### src/rtl/controlador_bcd_compartilhado.sv
// controlador_bcd_compartilhado: N_REQ requesters share one combinational
// binary-to-BCD converter (BinarioParaBCD). The winner's operand is latched
// into op_reg at grant. After LAT settle cycles, the three BCD digits are
// registered and a one-cycle done pulse is issued.
// Optional macro BCD_ARB_PRIORIDADE_FIXA_EN: fixed priority (lowest index
// wins) instead of the default round-robin arbiter.

// Unrolled double-dabble: 8-bit binary to three BCD digits
module BinarioParaBCD (
  input  logic [7:0] bin_in,
  output logic [3:0] centenas,
  output logic [3:0] dezenas,
  output logic [3:0] unidades
);

  logic [19:0] sh;

  // Shift-add-3 over the 8 input bits
  always_comb begin
    sh = {12'b0, bin_in};
    for (int unsigned i = 0; i < 8; i++) begin
      if (sh[11:8]  >= 4'd5) sh[11:8]  = sh[11:8]  + 4'd3;
      if (sh[15:12] >= 4'd5) sh[15:12] = sh[15:12] + 4'd3;
      if (sh[19:16] >= 4'd5) sh[19:16] = sh[19:16] + 4'd3;
      sh = sh << 1;
    end
    unidades = sh[11:8];
    dezenas  = sh[15:12];
    centenas = sh[19:16];
  end

endmodule

module controlador_bcd_compartilhado #(
  parameter int unsigned N_REQ = 4,
  parameter int unsigned LAT   = 1
) (
  input  logic               clk,
  input  logic               rst_n,
  input  logic [N_REQ-1:0]   req,
  input  logic [8*N_REQ-1:0] bin_in,
  output logic [N_REQ-1:0]   gnt,
  output logic [2:0]         src_id,
  output logic               busy,
  output logic               done,
  output logic [3:0]         bcd_centenas,
  output logic [3:0]         bcd_dezenas,
  output logic [3:0]         bcd_unidades
);

  typedef enum logic [1:0] {
    IDLE = 2'd0,
    CONV = 2'd1,
    DONE = 2'd2
  } state_t;

  state_t           state_q, state_d;
  logic [N_REQ-1:0] gnt_q, gnt_d;
  logic [2:0]       src_q, src_d;
  logic [7:0]       op_q, op_d;
  logic [3:0]       cnt_q, cnt_d;
  logic             done_q, done_d;
  logic [3:0]       cen_q, cen_d;
  logic [3:0]       dez_q, dez_d;
  logic [3:0]       uni_q, uni_d;

  logic [3:0]       conv_cen, conv_dez, conv_uni;

  // Padded views so the arbiter can index with exact 3-/6-bit selectors
  logic [7:0]       req_pad;
  logic [63:0]      bin_pad;
  logic [2:0]       win;
  logic [7:0]       win_onehot;

  assign req_pad    = 8'(req);
  assign bin_pad    = 64'(bin_in);
  assign win_onehot = 8'd1 << win;

  BinarioParaBCD u_bcd (
    .bin_in   (op_q),
    .centenas (conv_cen),
    .dezenas  (conv_dez),
    .unidades (conv_uni)
  );

`ifdef BCD_ARB_PRIORIDADE_FIXA_EN
  // Fixed priority: lowest asserted request index wins
  always_comb begin
    logic found;
    found = 1'b0;
    win   = '0;
    for (int unsigned k = 0; k < N_REQ; k++) begin
      if (!found && req_pad[3'(k)]) begin
        win   = 3'(k);
        found = 1'b1;
      end
    end
  end
`else
  logic [2:0] ptr_q, ptr_d;
  logic [3:0] ptr_nxt;

  // Round-robin: first asserted request searching upward from ptr, wrapping
  always_comb begin
    logic       found;
    logic [3:0] idx;
    found = 1'b0;
    win   = '0;
    idx   = '0;
    for (int unsigned k = 0; k < N_REQ; k++) begin
      idx = {1'b0, ptr_q} + 4'(k);
      if (idx >= 4'(N_REQ)) idx = idx - 4'(N_REQ);
      if (!found && req_pad[idx[2:0]]) begin
        win   = idx[2:0];
        found = 1'b1;
      end
    end
  end

  // Pointer moves to the index after the winner, modulo N_REQ
  always_comb begin
    ptr_nxt = {1'b0, win} + 4'd1;
    if (ptr_nxt >= 4'(N_REQ)) ptr_nxt = '0;
    ptr_d = ptr_q;
    if (state_q == IDLE && (|req)) ptr_d = ptr_nxt[2:0];
  end

  // Round-robin pointer register
  always_ff @(posedge clk or negedge rst_n) begin
    if (!rst_n) ptr_q <= '0;
    else        ptr_q <= ptr_d;
  end
`endif

  // Next-state and datapath control for grant / settle / capture
  always_comb begin
    state_d = state_q;
    gnt_d   = gnt_q;
    src_d   = src_q;
    op_d    = op_q;
    cnt_d   = cnt_q;
    done_d  = 1'b0;
    cen_d   = cen_q;
    dez_d   = dez_q;
    uni_d   = uni_q;
    unique case (state_q)
      IDLE: begin
        if (|req) begin
          gnt_d   = win_onehot[N_REQ-1:0];
          src_d   = win;
          op_d    = bin_pad[{win, 3'b000} +: 8];
          cnt_d   = 4'(LAT);
          state_d = CONV;
        end
      end
      CONV: begin
        if (cnt_q != 4'd0) begin
          cnt_d = cnt_q - 4'd1;
        end else begin
          cen_d   = conv_cen;
          dez_d   = conv_dez;
          uni_d   = conv_uni;
          done_d  = 1'b1;
          state_d = DONE;
        end
      end
      DONE: begin
        gnt_d   = '0;
        state_d = IDLE;
      end
      default: state_d = IDLE;
    endcase
  end

  // Controller registers with asynchronous active-low reset
  always_ff @(posedge clk or negedge rst_n) begin
    if (!rst_n) begin
      state_q <= IDLE;
      gnt_q   <= '0;
      src_q   <= '0;
      op_q    <= '0;
      cnt_q   <= '0;
      done_q  <= 1'b0;
      cen_q   <= '0;
      dez_q   <= '0;
      uni_q   <= '0;
    end else begin
      state_q <= state_d;
      gnt_q   <= gnt_d;
      src_q   <= src_d;
      op_q    <= op_d;
      cnt_q   <= cnt_d;
      done_q  <= done_d;
      cen_q   <= cen_d;
      dez_q   <= dez_d;
      uni_q   <= uni_d;
    end
  end

  assign gnt          = gnt_q;
  assign src_id       = src_q;
  assign busy         = (state_q != IDLE);
  assign done         = done_q;
  assign bcd_centenas = cen_q;
  assign bcd_dezenas  = dez_q;
  assign bcd_unidades = uni_q;

endmodule

### config.mk
export PLATFORM = sky130hd
export DESIGN_NAME = controlador_bcd_compartilhado
export DESIGN_NICKNAME = d
export VERILOG_FILES = /design/src/rtl/controlador_bcd_compartilhado.sv
export SDC_FILE = /design/constraint.sdc
export NUM_CORES = 1
export LEC_CHECK = 0
export ABC_CLOCK_PERIOD_IN_PS = 14100
export CAP_MARGIN = 15
export CORE_MARGIN = 3
export CORE_UTILIZATION = 40
export CTS_CLUSTER_SIZE = 28
export DETAILED_ROUTE_END_ITERATION = 10
export PLACE_DENSITY = 0.73
export SLEW_MARGIN = 20
export SYNTH_ARGS = -nofsm -noshare
export SYNTH_HDL_FRONTEND = slang
export SYNTH_SLANG_ARGS = --single-unit
export TNS_END_PERCENT = 50
### constraint.sdc
create_clock -name clk -period 14.1 [get_ports clk]
set_input_delay 2.115 -clock clk [delete_from_list [all_inputs] [get_ports clk]]
set_output_delay 2.115 -clock clk [all_outputs]
set_load 0.02 [all_outputs]
Word-level counts from Yosys, hierarchy flattened
Index checks and enable logic that the tools add are counted.
- logic and storage cells: 138
- flip-flop bits (word level): 37
- output and inout port bits: 21
- bits of input ports: 38
- add/sub/neg operators: 27
- reduce and logical (&&, ||, !) cells: 18
- eq/ne operators: 5
- muxes and demuxes: 48
- bitwise gates (word level): 1
- $lt $le $gt $ge: 27
- shift-type cells: 2
- operators by type and width (cell ; count):
    greater-or-equal comparator 4 x 3 -> 1 bit, second input constant ; 19
    variable part select 64 x 7 -> 8 bit ; 1
    2-to-1 mux 4 bit ; 15
    2-to-1 mux 3 bit ; 15
    adder 4 x 2 -> 4 bit, second input constant ; 11
    less-than comparator 3 x 4 -> 1 bit, second input constant ; 4
    case mux 4 bit (2 select lines) ; 2
    adder 3 x 2 -> 3 bit, second input constant ; 4
    binary-select mux 1 bit (select 3 bit) ; 4
    subtractor 3 bit, second input constant ; 4
    2-to-1 mux 1 bit ; 9
    adder 3 x 1 -> 4 bit, second input constant ; 2
    adder 3 x 2 -> 4 bit, second input constant ; 2
    AND reduction 2 bit ; 4
    adder 1 x 2 -> 3 bit, second input constant ; 2
    greater-or-equal comparator 1 x 3 -> 1 bit, second input constant ; 2
    nonzero test 2 bit ; 3
    logical AND 1 bit ; 4
    2-to-1 mux 2 bit ; 2
    != test 2 bit, second input constant ; 2
    case mux 2 bit (2 select lines) ; 1
    nonzero test 4 bit ; 1
    OR reduction 4 bit ; 1
    << shifter 1 x 3 -> 4 bit, first input constant ; 1
    11 further kinds ; 13

Logic depth before layout (Yosys ltp)
- word-level depth: 17
- gate-level depth with buffers: 23
- depth with buffers taken out: 23

Cells and area by module
Synthesis repeated with hierarchy kept, for this count alone.
- cell total of the unflattened synthesis: 378
- area, all modules: 3196.8 µm²
- by module, submodules not included (module ; instances ; sequential area each (µm²) ; area an instance (µm²) ; cells an instance):
    controlador_bcd_compartilhado ; 1 ; 925.9 ; 2227.1 ; 244
    BinarioParaBCD ; 1 ; 0.0 ; 969.7 ; 134

Worst setup path before layout
Ideal clock, no wire load.
- path kind: register to register
- from: register op_q[5]
- to: register dez_q[3] (netlist: bcd_dezenas[3])
- setup time: 0.096 ns
- data required time: 14.004 ns
- path buffers: 1
- period minus slack after synthesis: 4.735 ns
- setup slack: 9.365 ns
- arrival time: 4.639 ns
- stages on the path, launching flop included: 23
- path through: dfrtp_1 inv_1 ha_1 inv_1 ha_1 a21oi_1 xnor2_1 ha_1 nor2b_1 o21bai_1 a21oi_1 xnor2_2 ha_1 nand3b_1 o311a_1 o32ai_1 a311o_1 buf_6 mux2_4 or4_4 nand2_4 a21oi_2 a311oi_2
- longest elaborated chain between the ends: 10
- elaborated cells between the ends (all ways): 24
- classes of those cells: add/sub: 8; order compare: 8; mux: 8
- RTL lines (what ; RTL line ; source):
    start, declared ; 60 ; logic [7:0] op_q, op_d;
    start signal, assigned ; 191 ; op_q <= op_d;
    adder 4 x 2 -> 4 bit or greater-or-equal comparator 4 x 3 -> 1 bit (tied branches) ; 22 ; if (sh[11:8] >= 4'd5) sh[11:8] = sh[11:8] + 4'd3;
    2-to-1 mux 4 bit (*) ; 22 ;
    adder 4 x 2 -> 4 bit, or another cell as far along ; 22 ;
    2-to-1 mux 4 bit (on tied branches) ; 22, 23 ;
    adder 4 x 2 -> 4 bit, or another cell as far along ; 22 ;
    2-to-1 mux 4 bit (on tied branches) ; 22, 23 ;
    adder 4 x 2 -> 4 bit, or another cell as far along ; 22 ;
    2-to-1 mux 4 bit (on tied branches) ; 22, 23 ;
    adder 4 x 2 -> 4 bit or greater-or-equal comparator 4 x 3 -> 1 bit (tied branches) ; 23 ; if (sh[15:12] >= 4'd5) sh[15:12] = sh[15:12] + 4'd3;
    2-to-1 mux 4 bit (*) ; 23 ;
    end signal, assigned ; 195 ; dez_q <= dez_d;
    end, declared ; 64 ; logic [3:0] dez_q, dez_d;
Mark *: on every way between the ends. The rest lies on a longest branch, timed or not.
A chain may end at the register's enable or synchronous reset.

Worst setup path after layout
- from: register op_q[5]
- to: register dez_q[2] (netlist: bcd_dezenas[2])
Same word-level chain as after synthesis.

==> impl_metrics.csv <==
group,metric,value,unit
routing,wl,5880,um
die,fp.dieArea,7720,um^2
die,core_area,6420,um^2
yosys,yosysTopAreaCell,"dfrtp_1",
cts,postCtsHoldBufs,0,
cts,cts_setup_buffers,0,
sta,finClkSkew,0.00531,ns
cts,clk_latency,0.29,ns
yosys,synth_area,2680,um^2
critical_path,worst_ep_arrival_time,5.57,ns
global_route,track_usage,16.0,%
routing,first_pass_iters,4,
finish,fillers,604,
critical_path,crit_path_end_kind,"register",
critical_path,rrSetupSlack,8.68,ns
critical_path,worst_ep_required_time,14.26,ns
min_path,whs_path_depth,2,
finish,final_common_cell,"clkdlybuf4s50_1",
min_path,hold_class,"reg -> reg",
die,fp.dieW,87.9,um
global_route,antenna_found_initial,0,
yosys,synth-seq-cells,35,
cts,cts.reportedPaths.clkPinSlew,0.07,ns
yosys,avgSynthCellArea,8.74,um^2
global_route,grt_overflow,0,
finish,syn_to_final_growth,26.4,%
finish,layout_common_cells,"clkdlybuf4s50_1, dfrtp_1, nand2_1, nor2_1, mux2i_1",
routing,vias,2352,
place,place_hpwl,4570,um
cts,cts_tree,"built",
yosys,syn_inst,307,
global_route,grt_pass1_wl,9920,um
sta,hold_violations,0,
flow_run,drv_cap,0,
cts,cts_buffers,5,
routing,drc,0,
sta,fmax,0.185,GHz
cts,clock_path_buffers,2,
sta,fin_setup_tns,0,ns
sta,max_slew_margin,33.4,%
yosys,ys_warn_count,0,
die,rows,29,
sta,rsz0062_at_grt,"no",
sta,finalSetupViolCount,0,
finish,n_antenna_cell,0,
finish,nets,416,
critical_path,critPathCapture,"bcd_dezenas[2]",
sta,finalCritPeriodShare,38.4,%
global_route,grt_max_degree,36,
yosys,ys_top_cells_by_area,"dfrtp_1, mux2i_1, ha_1",
yosys,ys.flop_type,"dfrtp_1",
sta,slew_violations,0,
routing,routedWlPerCell,13.4,um
critical_path,reg2reg_to,"bcd_dezenas[2]",
yosys,async_flop_share,100,%
critical_path,worstSetupPathType,"reg -> reg",
routing,dr.first_iter.drc_count,94,
critical_path,cp-startpoint,"op_q[5]",
critical_path,rr_worst_depth,21,
sta,min_period,5.42,ns
finish,drive_gt1_share,7.48,%
global_route,grt_pass1_vias,2234,
cts,clockRootBuffer,"clkbuf_8",
outcome,status,"complete, no violations",
die,chipHeight,87.9,um
die,start_util,41.8,%
routing,viasPerCell,5.37,
yosys,synth_edf_count,0,
sta,tightestPinTransition,0.995,ns
yosys,yosysTopAreaCellShare,32.6,%
critical_path,crit_fanout,8,
cts,clock_sinks,35,
yosys,yosysSeqAreaShare,32.6,%
critical_path,r2r-start,"op_q[5]",
place,finalWeightedCongestion,0.818,
cts,cts-htree-levels,2,
cts,cts-resized-gates,0,
critical_path,worstSetupStartpointType,"register",
routing,ant_nets,0,
yosys,synth_cell_types,60,
place,place.port_buffers,56,
die,io_pins,59,
[stage by stage]
step           setup WS [ns]  util (%)  instances  hold WS (ns)  area (um^2)
4_1_cts                 8.74      52.8        438         0.472         3390
5_1_grt                 8.18      52.8        438         0.494         3390
3_3_place_gp            9.03      51.3        430         0.453         3290
6_report                8.68      52.8        438         0.465         3390
3_5_place_dp            8.79      51.3        430         0.456         3290
2_1_floorplan           9.37         -        308         0.439         2690
[synthesized netlist by cell type (3+ instances only)]
| master | n |
|---|---|
| a211oi_1 | 4 |
| a21oi_1 | 11 |
| a22o_1 | 4 |
| a31oi_1 | 6 |
| and3_1 | 4 |
| clkbuf_1 | 7 |
| dfrtp_1 | 35 |
| ha_1 | 18 |
| inv_1 | 19 |
| mux2_2 | 9 |
| mux2i_1 | 25 |
| nand2_1 | 33 |
| nand2b_1 | 6 |
| nand3_1 | 11 |
| nor2_1 | 25 |
| nor3_1 | 5 |
| o211ai_1 | 3 |
| o21ai_0 | 12 |
| o21ai_1 | 12 |
| o22ai_1 | 3 |
| o31ai_1 | 4 |
| xnor2_1 | 5 |
[logic make-up after synthesis]
group,synth area share [%]
mux,13.7
xor+xnor,2.89
simple gates,17.0
flops,32.6
other cells,0.280
compound gates,20.1
buf+inv,5.04
fa+ha+maj,8.40
[metal layers]
metal	GRT usage (%)	routed length [um]
met2	26.8	2760
met3	3.39	320
met1	20.8	2800
met4	4.60	6
met5	0	0
[layout make-up]
class | count | area (um^2) | area share (%)
inverters | 20 | 75.1 | 2.21
flip-flops and latches | 35 | 876 | 25.8
multi-input cells | 241 | 1680 | 49.6
well taps | 77 | 96.3 | 2.84
clock buffers | 8 | 100 | 2.95
repair buffers | 57 | 563 | 16.6
[critical path: stages (launching register included)]
cell and delay [ns]:
dfrtp_1 0.43, inv_1 0.17, ha_1 0.17, inv_1 0.04, ha_1 0.24, a21oi_1 0.38, xnor2_1 0.24, ha_1 0.32
nor2b_1 0.27, o21bai_1 0.14, a21oi_1 0.26, xnor2_2 0.21, ha_1 0.28, nand3b_1 0.10, o311a_1 0.14, o32ai_1 0.13
a311o_1 0.39, mux2_4 0.37, o31ai_1 0.52, nand2_4 0.14, a32oi_1 0.23, o31ai_1 0.10
[sequential cells by signal, indices dropped and copies added (netlist names)]
signal / flops
bcd_centenas: 2
op_q: 8
gnt: 4
state_q: 2
bcd_dezenas: 4
cnt_q: 4
ptr_q: 3
src_id: 3
done: 1
bcd_unidades: 4
[worst min-delay path by stage]
stage	end	startpoint	slack [ns]
finish	bcd_centenas[1]	bcd_centenas[1]	0.47
global placement	bcd_centenas[1]	bcd_centenas[1]	0.45
floorplan	bcd_unidades[0]	op_q[0]	0.44
CTS	bcd_centenas[1]	bcd_centenas[1]	0.47
global route	bcd_centenas[1]	bcd_centenas[1]	0.49
detailed placement	bcd_centenas[1]	bcd_centenas[1]	0.46
Power is not shown: default switching activity piles up to over one toggle a cycle in this logic, so the estimate is an artifact.
==> variant (same flow settings) <==
`N_REQ`: 4 -> 5.
--- a/src/rtl/controlador_bcd_compartilhado.sv
+++ b/src/rtl/controlador_bcd_compartilhado.sv
@@ -34,3 +34,3 @@
 module controlador_bcd_compartilhado #(
-  parameter int unsigned N_REQ = 4,
+  parameter int unsigned N_REQ = 5,
   parameter int unsigned LAT   = 1
Interface: changed (resized bin_in, gnt and req); port bits go from 59 to 69. The function was not compared with the original's and may differ.
==> variant against the original RTL <==
  * Sequential cell count rose by 1
  * Design area rose by 43%
  * Synthesized area rose by 52%
  * Wire length rose by 85%
  * Worst setup slack got worse by 270 ps
  * Via count grew 63%
  * Critical endpoint is now ptr_q[2]$_DFFE_PN0P_
  * Largest cell class unchanged
Power is not shown: default switching activity piles up to over one toggle a cycle in this logic, so the estimate is an artifact.
==> variant: results (changes against the original RTL) <==
Slowest stage delay, CP = 590 ps (+70 ps)
Register area share after synthesis = 22.1% (-11 points)
Synth top cells by count = nand2_1, nor2_1, dfrtp_1
Antenna violations before repair = 0 (unchanged)
Worst Setup EP = ptr_q[2]$_DFFE_PN0P_
Placed insts = 668 (+55%)
Status = finished clean
Min-Delay Endpoint = bcd_centenas[1]$_DFFE_PN0P_
Syn. warnings = 0 (unchanged)
Mean Syn Cell Area = 8.29 um^2 (-5.1%)
Largest net degree at the start of global routing = 37 (+2.8%)
Reg2Reg Setup Slack = 8890 ps (+210 ps)
Clock Skews = 9.34 ps (+4.04 ps)
CP arrival = 5870 ps (+300 ps)
Vias in the first global route = 3753 (+68%)
Post-DP Area = 0.00476 mm^2 (+45%)
Setup Slack @ Placement = 8110 ps (-684 ps)
Ys flop type = dfrtp_1
Vias/cell = 5.66 (+5.4%)
I/O Buffers = 66 (+18%)
Gr usage total = 19.1% (+3.1 points)
RR Startpoint = ptr_q[0]$_DFFE_PN0P_
Period utilisation layout = 40.3% (+1.9 points)
Critical-path top delay cell = clkdlybuf4s50_1
R2R depth = 16 (-24%)
WHS = 480 ps (+15.4 ps)
Nets = 614 (+48%)
Synth area leaders = dfrtp_1, ha_1, nand2_1, nor2_1, o21ai_0
Max FO, Critical Path = 25 (+17)
Finished Layout Cells = 676 (+54%)
Crit path from = req[0]
Layout cells sized above 1 = 11.8% (+4.3 points)
Clk pin slew, worst setup/hold paths = 80 ps
Initial drt markers = 194 (+110%)
CP delay by family, top = compound AO/OA/AOI/OAI gates
Worst min path class = reg -> reg
First-pass GRT wire length = 18000 um (+82%)
Half-perimeter wire length after placement = 8450 um (+85%)
Placer Congestion = 0.862 (+5.4%)
Final wirelength = 10900 um (+85%)
Post-cts resize count = 0 (unchanged)
First drt pass iteration count = 4 (unchanged)
Rel. slew slack = 45.3% (+12 points)
Synth unique cells = 93 (+55%)
Number of diodes = 0 (unchanged)
H-Tree Depth = 2 (unchanged)
==> variant: cell type report <==
cell class                 count  area, um^2
tap                          133         166
sequential                    36         901
clock inverter                 3        18.8
timing repair buffer          68         671
clock buffer                   5        68.8
fill                         961        4970
inverter                      27         101
multi-input combinational    404        2930
==> variant: metal layers <==
metal	vias up	routed length [um]	GRT usage [%]	part of all wire [%]
li1	1906	-	-	-
met4	0	240	6.30	2.2
met3	20	361	1.81	3.3
met2	99	5460	34.2	50
met1	1802	4820	24.2	44
met5	-	0	0	0
==> variant: cell families (layout without fill, tap and decap cells) <==
family / after synthesis / in the layout / synth area share, %
AOI/OAI and AO/OA: 167 / 167 / 32.1
xor gates and xnor gates: 14 / 14 / 3.20
adders and majority gates: 25 / 25 / 7.86
buffers and inverters: 52 / 103 / 6.42
DFF: 36 / 36 / 22.1
muxes: 12 / 12 / 3.56
other: 1 / 2 / 0.0921
and+or+nand+nor: 184 / 184 / 24.7
